`config.mk`:
```
export PLATFORM = sky130hd
export DESIGN_NAME = rvskidbuf_w32_flat
export DESIGN_NICKNAME = d
export VERILOG_FILES = /design/src/rtl/rvskidbuf_w32_if.sv /design/src/rtl/rvskidbuf_w32.sv /design/src/flat_wrapper.sv
export SDC_FILE = /design/constraint.sdc
export NUM_CORES = 1
export LEC_CHECK = 0
export BUFFER_PORTS_ARGS = -buffer_cell sky130_fd_sc_hd__buf_4
export CAP_MARGIN = 20
export CORE_UTILIZATION = 50
export CTS_CLUSTER_DIAMETER = 120
export DETAILED_ROUTE_END_ITERATION = 7
export HOLD_SLACK_MARGIN = 0.08
export PLACE_DENSITY = 0.85
export SLEW_MARGIN = 0
export SYNTH_ARGS = -nofsm -noshare
export SYNTH_HDL_FRONTEND = slang
export SYNTH_SLANG_ARGS = --single-unit
```
`constraint.sdc`:
```
create_clock -name clk -period 2.3 [get_ports clk]
set_input_delay 0.115 -clock clk [delete_from_list [all_inputs] [get_ports clk]]
set_output_delay 0.115 -clock clk [all_outputs]
set_load 0.05 [all_outputs]
```
`src/rtl/rvskidbuf_w32_if.sv`:
```
// Valid/ready bundle for the 32-bit skid buffer: producer side, consumer side and flush.
interface rvskidbuf_w32_if #(
   parameter int unsigned WIDTH = 32
);
   localparam int unsigned OCC_W = 2;

   logic             flush;
   logic             in_valid;
   logic             in_ready;
   logic [WIDTH-1:0] in_data;
   logic             out_valid;
   logic             out_ready;
   logic [WIDTH-1:0] out_data;
   logic [OCC_W-1:0] occupancy;

   // Environment side: drives producer/consumer controls, observes the buffer
   modport master (
      output flush, in_valid, in_data, out_ready,
      input  in_ready, out_valid, out_data, occupancy
   );

   // Buffer side
   modport slave (
      input  flush, in_valid, in_data, out_ready,
      output in_ready, out_valid, out_data, occupancy
   );
endinterface

```
`src/rtl/rvskidbuf_w32.sv`:
```
// Two-entry valid/ready skid buffer. in_ready and out_valid come straight
// from flops so neither handshake input reaches them combinationally.
module rvskidbuf_w32 #(
   parameter int unsigned WIDTH = 32
) (
   input  logic           clk,
   input  logic           rst_l,
   rvskidbuf_w32_if.slave bus
);

   typedef enum logic [1:0] {
      EMPTY = 2'd0,
      ONE   = 2'd1,
      TWO   = 2'd2
   } state_e;

   state_e           state_q, state_d;
   logic [WIDTH-1:0] main_q, main_d;
   logic [WIDTH-1:0] skid_q, skid_d;
   logic             in_ready_q, in_ready_d;
   logic             out_valid_q, out_valid_d;
   logic             accept, pop;

   assign accept = bus.in_valid & in_ready_q;
   assign pop    = out_valid_q & bus.out_ready;

   // Next-state and data-capture decisions; flush overrides every transition
   always_comb begin
      state_d = state_q;
      main_d  = main_q;
      skid_d  = skid_q;
      unique case (state_q)
         EMPTY: begin
            if (accept) begin
               main_d  = bus.in_data;
               state_d = ONE;
            end
         end
         ONE: begin
            if (accept && pop) begin
               main_d = bus.in_data;
            end else if (accept) begin
               skid_d  = bus.in_data;
               state_d = TWO;
            end else if (pop) begin
               state_d = EMPTY;
            end
         end
         TWO: begin
            if (pop) begin
               main_d  = skid_q;
               state_d = ONE;
            end
         end
         default: state_d = EMPTY;
      endcase
      if (bus.flush) begin
         state_d = EMPTY;
         main_d  = main_q;
         skid_d  = skid_q;
      end
      in_ready_d  = (state_d != TWO);
      out_valid_d = (state_d != EMPTY);
   end

   // State, payload and handshake flops
   always_ff @(posedge clk or negedge rst_l) begin
      if (!rst_l) begin
         state_q     <= EMPTY;
         main_q      <= '0;
         skid_q      <= '0;
         in_ready_q  <= 1'b1;
         out_valid_q <= 1'b0;
      end else begin
         state_q     <= state_d;
         main_q      <= main_d;
         skid_q      <= skid_d;
         in_ready_q  <= in_ready_d;
         out_valid_q <= out_valid_d;
      end
   end

   assign bus.in_ready  = in_ready_q;
   assign bus.out_valid = out_valid_q;
   assign bus.out_data  = main_q;
   assign bus.occupancy = state_q;

endmodule

```
`src/flat_wrapper.sv`:
```
// flat-port wrapper written by rule: the top's interface ports become plain ports
module rvskidbuf_w32_flat 
#(
   parameter int unsigned WIDTH = 32
)
  (clk, rst_l, bus_flush, bus_in_valid, bus_in_data, bus_out_ready, bus_in_ready, bus_out_valid, bus_out_data, bus_occupancy);
  rvskidbuf_w32_if #(.WIDTH(WIDTH)) bus_i ();
  input  logic clk;
  input  logic rst_l;
  input wire logic [$bits(bus_i.flush)-1:0] bus_flush;
  input wire logic [$bits(bus_i.in_valid)-1:0] bus_in_valid;
  input wire logic [$bits(bus_i.in_data)-1:0] bus_in_data;
  input wire logic [$bits(bus_i.out_ready)-1:0] bus_out_ready;
  output wire logic [$bits(bus_i.in_ready)-1:0] bus_in_ready;
  output wire logic [$bits(bus_i.out_valid)-1:0] bus_out_valid;
  output wire logic [$bits(bus_i.out_data)-1:0] bus_out_data;
  output wire logic [$bits(bus_i.occupancy)-1:0] bus_occupancy;
  assign bus_i.flush = bus_flush;
  assign bus_i.in_valid = bus_in_valid;
  assign bus_i.in_data = bus_in_data;
  assign bus_i.out_ready = bus_out_ready;
  assign bus_in_ready = bus_i.in_ready;
  assign bus_out_valid = bus_i.out_valid;
  assign bus_out_data = bus_i.out_data;
  assign bus_occupancy = bus_i.occupancy;
  rvskidbuf_w32 #(.WIDTH(WIDTH)) u_core (.clk(clk), .rst_l(rst_l), .bus(bus_i));
endmodule
```
==> flow_metrics.env, run 1 <==
export IMPL_nets=342
export IMPL_ys_top_cells_by_area="dfrtp_1 (55%), mux2_2 (34%), buf_6 (2.2%)"
export IMPL_routed_via_density=5.04
export IMPL_portBuffers=72
export IMPL_critPathMaxFanout=26
export IMPL_cts_sinks=68
export IMPL_yosys_area_top_type="dfrtp_1"
export IMPL_status="completed"
export IMPL_synthXorXnorAreaFrac=0
export IMPL_path_buf_inv=1
export IMPL_r2r_slack_ns=0.41
export IMPL_dp_slack_ns=0.427
export IMPL_cp_data_required_time_ns=2.51
export IMPL_regToRegStartpoint="u_core.bus.occupancy[1]"
export IMPL_rsz0062_at_grt="false"
export IMPL_drv_slew=0
export IMPL_clockBufferDepth=2
export IMPL_die_w_microns=80.0
export IMPL_post_cts_setup_buffers=0
export IMPL_tightest_slew_ns=0.846
export IMPL_io_pins=73
export IMPL_fin_cells=385
export IMPL_period_needed_ns=1.89
export IMPL_synth_top_area_frac=0.551
export IMPL_clk_insertion_delay_late_ns=0.32
export IMPL_ys_seq_area_frac=0.559
export IMPL_peakVddDrop_mv=0.680
export IMPL_power_mw=4.74
export IMPL_cp_depth=4
export IMPL_avgSynthCellArea_sq_um=15.8
export IMPL_synthesis_nets=230
export IMPL_power_density_mw_per_mm2=1140
export IMPL_hold_buffers=34
export IMPL_placementRows=28
export IMPL_crit_slowest_cell="dfrtp_1"
export IMPL_grt_pass1_wl_mm=9.72
export IMPL_timing_rr_end="u_core.bus.out_data[2]"
export IMPL_setup_tns_ns=0
export IMPL_dp_hpwl_mm=3.51
export IMPL_arrival_ns=2.09
export IMPL_cts_tree="done"
export IMPL_core_sq_mm=0.00589
export IMPL_synth_area_mux_share=0.362
export IMPL_antenna_found_initial=0
export IMPL_drt_iter0_drc=51
export IMPL_synth_fa_ha_area_frac=0
export IMPL_critical_path_class="flip-flop to flip-flop"
export IMPL_crit_family="flip-flops"
export IMPL_syn_area_sq_mm=0.00305
export IMPL_synth_compound_area_frac=0.0238
export IMPL_fmax_mhz=530
export IMPL_place_area_sq_mm=0.00364
export IMPL_synth_cells=193
export IMPL_synth_simple_area_share=0.0251
export IMPL_dp_cells=335
export IMPL_firstDrtPassIters=4
export IMPL_power_leakage_nw=1.90
export IMPL_slew_headroom=0.436
export IMPL_remaining_drc_errors=0
export IMPL_hold_viol=0
export IMPL_clockRootBuffer="clkbuf_8"
export IMPL_crit_chain="nand3b_4, a221oi_4, buf_4, mux2_2"
export IMPL_cts_made_buffers=9
export IMPL_ant_nets=0
export IMPL_fin_skew_ns=0.00681
export IMPL_mostFrequentLayoutCell="mux2_2"
export IMPL_stdcell_area_sq_mm=0.00415
export IMPL_ys_seq_elements=68
export IMPL_globalplace_congestion=0.733
export IMPL_endpoint_kind="flip-flop"
export IMPL_worst_r2r_cell_count=4
export IMPL_final_period_utilization=0.820
export IMPL_multi_input_area_sq_mm=0.00125
export IMPL_critPathLaunchType="flip-flop"
export IMPL_synth_top_family_by_area="multiplexers"
export IMPL_route_final_wire_length_mm=5.88
export IMPL_grt_max_degree=69
export IMPL_post_cts_resized=0
export IMPL_synthDistinctLibCells=24
export IMPL_hold_class="input port to flip-flop"
export IMPL_die_area_sq_mm=0.00641
export IMPL_diodes=0
export IMPL_vias=1942
export IMPL_endpoint="u_core.bus.out_data[2]"
export IMPL_final_seq_area_sq_mm=0.00170
export IMPL_h_tree_depth=3
export IMPL_grt_total_usage=0.205
export IMPL_die_h_microns=80.0
export IMPL_fin_hold_ws_ns=0.119
export IMPL_area_growth_pct=36.4
export IMPL_setup_viol=0
export IMPL_wire_per_inst_microns=15.3
export IMPL_cap_violations=0
export IMPL_slowest_delay_ns=0.47
export IMPL_cts_clk_slew_worst_paths_ns=0.07
export IMPL_drive_above_1_share=0.619
export IMPL_layout_common_cells="mux2_2 (92), buf_4 (76), dfrtp_1 (67)"
export IMPL_crit_start="u_core.bus.occupancy[1]"
export IMPL_fin_util=0.706
export IMPL_start_util=0.517
export IMPL_yosysWarnings=0
export IMPL_grt_ovfl_total=0
export IMPL_grt_pass1_vias=1990
export IMPL_nFillCells=393
export IMPL_setup_ws_ns=0.413
sequential cells by signal (all words and copies together), names as in the netlist:
| signal | count |
|---|---|
| u_core.bus.out_data | 32 |
| u_core.skid_q | 32 |
| u_core.bus.occupancy | 2 |
| u_core.bus.in_ready | 1 |
| u_core.bus.out_valid | 1 |
final cells by class:
class | count | area share
timing repair buffer | 111 | 0.224
multi-input combinational | 114 | 0.302
inverter | 1 | 0.000904
clock buffer | 11 | 0.0340
sequential | 68 | 0.410
tap | 75 | 0.0226
clock inverter | 5 | 0.00663
cells in the mapped netlist:
master,count
buf_2,4
nand3_2,1
mux2i_1,1
dfrtp_1,67
a211o_1,1
nand3b_4,1
nand2b_1,1
and2_1,2
o21bai_1,1
mux2_1,1
a221oi_4,1
o21ai_0,1
nor2b_1,1
and4b_1,1
mux2_4,3
o31ai_1,1
nand2_1,1
nand3b_1,1
buf_6,6
dfstp_2,1
mux2_2,92
a21oi_1,2
inv_1,1
a21boi_0,1
kinds of logic (layout without fill, tap and decap cells):
| kind of cell | after synthesis | in the layout |
|---|---|---|
| and+or+nand+nor | 9 | 9 |
| buffers and inverters | 11 | 128 |
| muxes | 97 | 97 |
| AOI/OAI and AO/OA | 8 | 8 |
| DFF | 68 | 68 |
worst min-delay path by stage:
stage          depth (start not counted)          start  slack [ns]                       to
6_report                               3  bus_out_ready        0.12      u_core.bus.in_ready
2_1_floorplan                          0          rst_l       -0.18  u_core.bus.occupancy[0]
4_1_cts                                3  bus_out_ready         0.1      u_core.bus.in_ready
3_3_place_gp                           1          rst_l        0.28  u_core.bus.occupancy[0]
5_1_grt                                3  bus_out_ready        0.14      u_core.bus.in_ready
3_5_place_dp                           1          rst_l        0.28  u_core.bus.occupancy[0]
per-layer routing:
metal	share of wire	track usage	vias to the layer above
met3	0.040	0.0400	8
li1	-	-	922
met2	0.50	0.326	51
met1	0.45	0.265	961
met4	0.018	0.104	0
met5	0	0	-
worst register-to-register path: stages (launching register included):
cell      delay, ns
dfrtp_1        0.47
nand3b_4       0.21
a221oi_4       0.29
buf_4          0.40
mux2_2         0.41
report_power, final:
part | switching (mW) | internal (mW)
registers | 0.260 | 1.70
logic | 1.12 | 0.826
clock network | 0.420 | 0.413
total | 1.80 | 2.94
No activity file was read; power rests on OpenSTA's default activity.
==> run 2, diff against run 1 <==
Settings changed: ABC_AREA set to 1.
Clock period 2.3 ns to 1.85 ns, I/O delays scaled along.
==> run 2 against run 1 <==
Effect of this change: sequential power rose by 23%; hold slack improved by 0.11 ns; largest power group is now combinational logic; critical path depth up 2; non-clock buffer count unchanged.
==> flow_metrics.env, run 2 <==
export IMPL_placementRows=27
export IMPL_ys_seq_area_frac=0.563
export IMPL_final_period_utilization=0.866
export IMPL_rsz0062_at_grt="false"
export IMPL_vias=2822
export IMPL_cts_sinks=68
export IMPL_nets=511
export IMPL_remaining_drc_errors=0
export IMPL_ys_seq_elements=68
export IMPL_regToRegStartpoint="u_core.bus.occupancy[1]"
export IMPL_yosys_area_top_type="dfrtp_1"
export IMPL_post_cts_setup_buffers=0
export IMPL_setup_viol=0
export IMPL_syn_area_sq_mm=0.00303
export IMPL_ys_top_cells_by_area="dfrtp_1 (55%), nand2_1 (17%), o21ai_0 (9.9%)"
export IMPL_io_pins=73
export IMPL_synthDistinctLibCells=16
export IMPL_crit_slowest_cell="dfrtp_1"
export IMPL_clockBufferDepth=2
export IMPL_grt_pass1_vias=2682
export IMPL_yosys_top_cells_count="nand2_1 (139), dfrtp_1 (67), o21ai_0 (60)"
export IMPL_synthesis_nets=410
export IMPL_firstDrtPassIters=8
export IMPL_fin_util=0.728
export IMPL_synth_top_area_frac=0.554
export IMPL_status="completed"
export IMPL_grt_total_usage=0.250
export IMPL_cp_data_required_time_ns=2.08
export IMPL_postSynth_asyncResetShare=1.00
export IMPL_wire_per_inst_microns=13.5
export IMPL_routed_via_density=5.14
export IMPL_synth_cells=373
export IMPL_dp_hpwl_mm=4.28
export IMPL_drive_above_1_share=0.203
export IMPL_die_h_microns=79.8
export IMPL_cts_made_buffers=9
export IMPL_core_sq_mm=0.00568
export IMPL_fin_skew_ns=0.00638
export IMPL_clockRootBuffer="clkbuf_8"
export IMPL_endpoint_kind="flip-flop"
export IMPL_cts_clk_slew_worst_paths_ns=0.07
export IMPL_globalplace_congestion=0.750
export IMPL_avgSynthCellArea_sq_um=8.11
export IMPL_area_growth_pct=36.6
export IMPL_antenna_found_initial=0
export IMPL_critPathLaunchType="flip-flop"
export IMPL_cts_tree="done"
export IMPL_power_density_mw_per_mm2=1500
export IMPL_clk_insertion_delay_late_ns=0.34
export IMPL_crit_chain="nand2_1, nand2_1, a21oi_4, nand2_2, nand2_1, nand2_1"
export IMPL_h_tree_depth=3
export IMPL_hp_start="bus_in_valid"
export IMPL_die_area_sq_mm=0.00637
export IMPL_hold_buffers=34
export IMPL_arrival_ns=1.83
export IMPL_crit_top_cell="nand2_1"
export IMPL_post_cts_resized=0
export IMPL_period_needed_ns=1.60
export IMPL_drt_iter0_drc=183
export IMPL_critPathMaxFanout=32
export IMPL_slew_headroom=0.438
export IMPL_post_synth_top_count_cell="nand2_1"
export IMPL_hold_viol=0
export IMPL_hold_class="input port to flip-flop"
export IMPL_power_leakage_nw=2.19
export IMPL_critical_path_class="flip-flop to flip-flop"
export IMPL_synth_edf_count=0
export IMPL_cap_violations=0
export IMPL_diodes=0
export IMPL_slowest_delay_ns=0.46
export IMPL_peakVddDrop_mv=1.04
export IMPL_yosysWarnings=0
export IMPL_synthFlopType="dfrtp_1"
export IMPL_start_util=0.533
export IMPL_setup_tns_ns=0
export IMPL_route_final_wire_length_mm=7.40
export IMPL_die_w_microns=79.8
export IMPL_crit_start="u_core.bus.occupancy[1]"
export IMPL_grt_ovfl_total=0
export IMPL_grt_pass1_wl_mm=12.1
export IMPL_mostFrequentLayoutCell="nand2_1"
export IMPL_drv_slew=0
export IMPL_layout_common_cells="nand2_1 (139), buf_4 (76), dfrtp_1 (67)"
export IMPL_nFillCells=431
export IMPL_portBuffers=72
export IMPL_tightest_slew_ns=0.843
export IMPL_grt_max_degree=69
export IMPL_ant_nets=0
export IMPL_fmax_mhz=624
-- run 2: cell count changes in the layout (fill, tap and decap cells not counted), sizes merged, moves of 3 or more --
cell / change
mux2: -96
o21ai: +63
clkinv: -3
inv: +38
nand2: +140
nand3: +35
-- run 2: final cells by class --
class                   count  area, sq um  share of cell area
clock buffers              12          155              0.0376
inverters                  39          146              0.0354
clock inverters             2         35.0             0.00848
repair buffers            111          931               0.225
flip-flops and latches     68         1700               0.412
well taps                  72         90.1              0.0218
multi-input cells         245         1070               0.259
-- run 2: per-layer routing --
layer,global-route usage,share of wire
met5,0,0
met4,0.0857,0.010
met3,0.0549,0.052
met2,0.431,0.52
met1,0.309,0.42
-- run 2: kinds of logic (layout without fill, tap and decap cells) --
family                 Yosys count  after routing  share of synthesized area
AND/OR/NAND/NOR                179            179                      0.241
AO/OA/AOI/OAI                   66             66                      0.113
buffers and inverters           60            164                     0.0831
flip-flops                      68             68                      0.563
-- run 2: through the flow --
stage	total power, mW	instance area, sq um	std cells	hold WS (ns)	setup slack [ns]
6_report	6.21	4130	549	0.226	0.247
4_1_cts	6.21	4130	549	0.203	0.247
5_1_grt	6.56	4130	549	0.269	0.113
2_1_floorplan	4.13	3030	373	-0.203	0.314
3_3_place_gp	4.86	3600	501	0.251	0.365
3_5_place_dp	4.94	3600	501	0.258	0.275
-- run 2: power by group --
group | total [mW] | switching, mW | internal [mW]
Combinational | 2.60 | 1.82 | 0.783
Clock | 1.20 | 0.522 | 0.680
Sequential | 2.41 | 0.289 | 2.12
-- run 2: worst paths after layout --
kind,cells after the start,endpoint,slack [ns]
max,6,u_core.bus.out_data[2],0.25
max in group asynchronous,2,u_core.bus.out_data[29],0.89
min,5,u_core.bus.occupancy[0],0.23
min reg2reg,2,u_core.bus.out_data[30],0.48
min in group asynchronous,2,u_core.bus.out_data[30],0.39
max reg2reg,6,u_core.bus.out_data[2],0.25
-- run 2: worst max-delay path: cells and delay by family, from the launching register on --
family / cells / cell delay, ns
flops: 1 / 0.46
compound gates: 1 / 0.13
simple gates: 5 / 0.89
==> run 3, diff against run 2 <==
Settings changed: RECOVER_POWER set to 25.
==> run 3 against run 2 <==
Effect of this change: cell count stayed put; clock skew about the same; wire length fell by 0.11%; sequential cell count unchanged; highest routed layer unchanged.
==> flow_metrics.env, run 3 (synthesis gave the netlist of run 2 again) <==
export IMPL_cp_data_required_time_ns=2.07
export IMPL_critical_path_class="flip-flop to flip-flop"
export IMPL_vias=2791
export IMPL_slew_headroom=0.440
export IMPL_grt_ovfl_total=0
export IMPL_hold_viol=0
export IMPL_clkPwrFrac=0.202
export IMPL_fin_util=0.705
export IMPL_clockBufferDepth=2
export IMPL_p_comb_frac=0.395
export IMPL_arrival_ns=1.82
export IMPL_remaining_drc_errors=0
export IMPL_endpoint_kind="flip-flop"
export IMPL_drive_above_1_share=0.130
export IMPL_h_tree_depth=3
export IMPL_fin_cells=549
export IMPL_path_buf_inv=0
export IMPL_antenna_found_initial=0
export IMPL_critPathMaxFanout=32
export IMPL_cts_tree="done"
export IMPL_cts_made_buffers=9
export IMPL_ant_nets=0
export IMPL_die_h_microns=79.8
export IMPL_setup_ws_ns=0.247
export IMPL_dp_hpwl_mm=4.28
export IMPL_switching_power_mw=2.62
export IMPL_globalplace_congestion=0.750
export IMPL_grt_max_degree=69
export IMPL_power_leakage_nw=2.06
export IMPL_fmax_mhz=624
export IMPL_post_cts_setup_buffers=0
export IMPL_crit_family="simple AND/OR/NAND/NOR gates"
export IMPL_drv_slew=0
export IMPL_fin_skew_ns=0.00682
export IMPL_clk_insertion_delay_late_ns=0.33
export IMPL_io_pins=73
export IMPL_slowest_delay_ns=0.46
export IMPL_cap_violations=0
export IMPL_power_share_sequential=0.403
export IMPL_diodes=0
export IMPL_dp_slack_ns=0.275
export IMPL_p_int_mw=3.34
export IMPL_setup_viol=0
export IMPL_hold_buffers=34
export IMPL_switching_share=0.440
export IMPL_firstDrtPassIters=5
export IMPL_met2_usage=0.431
export IMPL_drt_iter0_drc=173
export IMPL_grt_use_met1=0.309
export IMPL_grt_pass1_wl_mm=12.1
export IMPL_grt_pass1_vias=2682
export IMPL_wire_per_inst_microns=13.5
export IMPL_dp_cells=501
export IMPL_nets=511
export IMPL_power_mw=5.95
export IMPL_cts_clk_slew_worst_paths_ns=0.07
export IMPL_cts_sinks=68
export IMPL_post_cts_resized=0
export IMPL_power_density_mw_per_mm2=1490
export IMPL_clockRootBuffer="clkbuf_8"
export IMPL_crit_top_cell="nand2_1"
export IMPL_place_area_sq_mm=0.00360
export IMPL_setup_tns_ns=0
export IMPL_period_needed_ns=1.60
export IMPL_grt_busiest_layer="met2"
export IMPL_grt_total_usage=0.250
export IMPL_hold_class="input port to flip-flop"
export IMPL_die_w_microns=79.8
export IMPL_routed_via_density=5.08
export IMPL_crit_slowest_cell="dfrtp_1"
export IMPL_status="completed"
export IMPL_mostFrequentLayoutCell="nand2_1"
export IMPL_use_met3=0.0549
export IMPL_stdcell_area_sq_mm=0.00400
export IMPL_fin_hold_ws_ns=0.224
export IMPL_peakVddDrop_mv=1.00
export IMPL_portBuffers=72
export IMPL_regToRegStartpoint="u_core.bus.occupancy[1]"
export IMPL_layout_common_cells="nand2_1 (139), dfrtp_1 (67), o21ai_0 (60)"
export IMPL_core_sq_mm=0.00568
export IMPL_placementRows=27
export IMPL_tightest_slew_ns=0.841
export IMPL_route_final_wire_length_mm=7.39
export IMPL_start_util=0.533
export IMPL_crit_start="u_core.bus.occupancy[1]"
export IMPL_hp_start="bus_in_valid"
export IMPL_critPathLaunchType="flip-flop"
export IMPL_final_period_utilization=0.866
export IMPL_rsz0062_at_grt="false"
export IMPL_area_growth_pct=32.3
export IMPL_crit_chain="nand2_1, nand2_1, a21oi_4, nand2_2, nand2_1, nand2_1"
export IMPL_die_area_sq_mm=0.00637
[run 3: cell count changes in the layout (fill, tap and decap cells not counted), sizes merged]
cell    before  now
buf         77   43
clkbuf      12   46
[run 3: routing by layer]
layer / up-vias / part of all wire
li1: 1370 / -
met1: 1326 / 0.43
met2: 91 / 0.51
met3: 4 / 0.051
met4: 0 / 0.0062
met5: - / 0
[run 3: worst min-delay path, cell delays in order]
cell and delay [ns]:
buf_4 0.08, a21oi_1 0.08, nand3_1 0.10, nand3_1 0.10, inv_1 0.06
[run 3: power by group through the flow]
stage               Combinational [mW]  Sequential [mW]  Clock, mW
CTS                               2.60             2.40       1.22
detailed placement                2.52             2.42          0
floorplan                        0.755             3.37          0
global placement                  2.46             2.40          0
global route                      2.56             2.46       1.29
finish                            2.35             2.40       1.20
[run 3: final cells by class]
cell class,count,area [sq um]
fill,472,1670
clock buffer,12,155
sequential,68,1700
multi-input combinational,245,1070
tap,72,90.1
clock inverter,2,35.0
inverter,39,146
timing repair buffer,111,803
[run 3: final timing paths]
check	cells after the start	slack, ns	to
min in group asynchronous	2	0.39	u_core.bus.out_data[30]
worst min register to register	2	0.47	u_core.bus.out_data[30]
worst max register to register	6	0.25	u_core.bus.out_data[12]
worst max-delay path	6	0.25	u_core.bus.out_data[12]
worst min-delay path	5	0.22	u_core.bus.occupancy[0]
max in group asynchronous	2	0.89	u_core.skid_q[0]
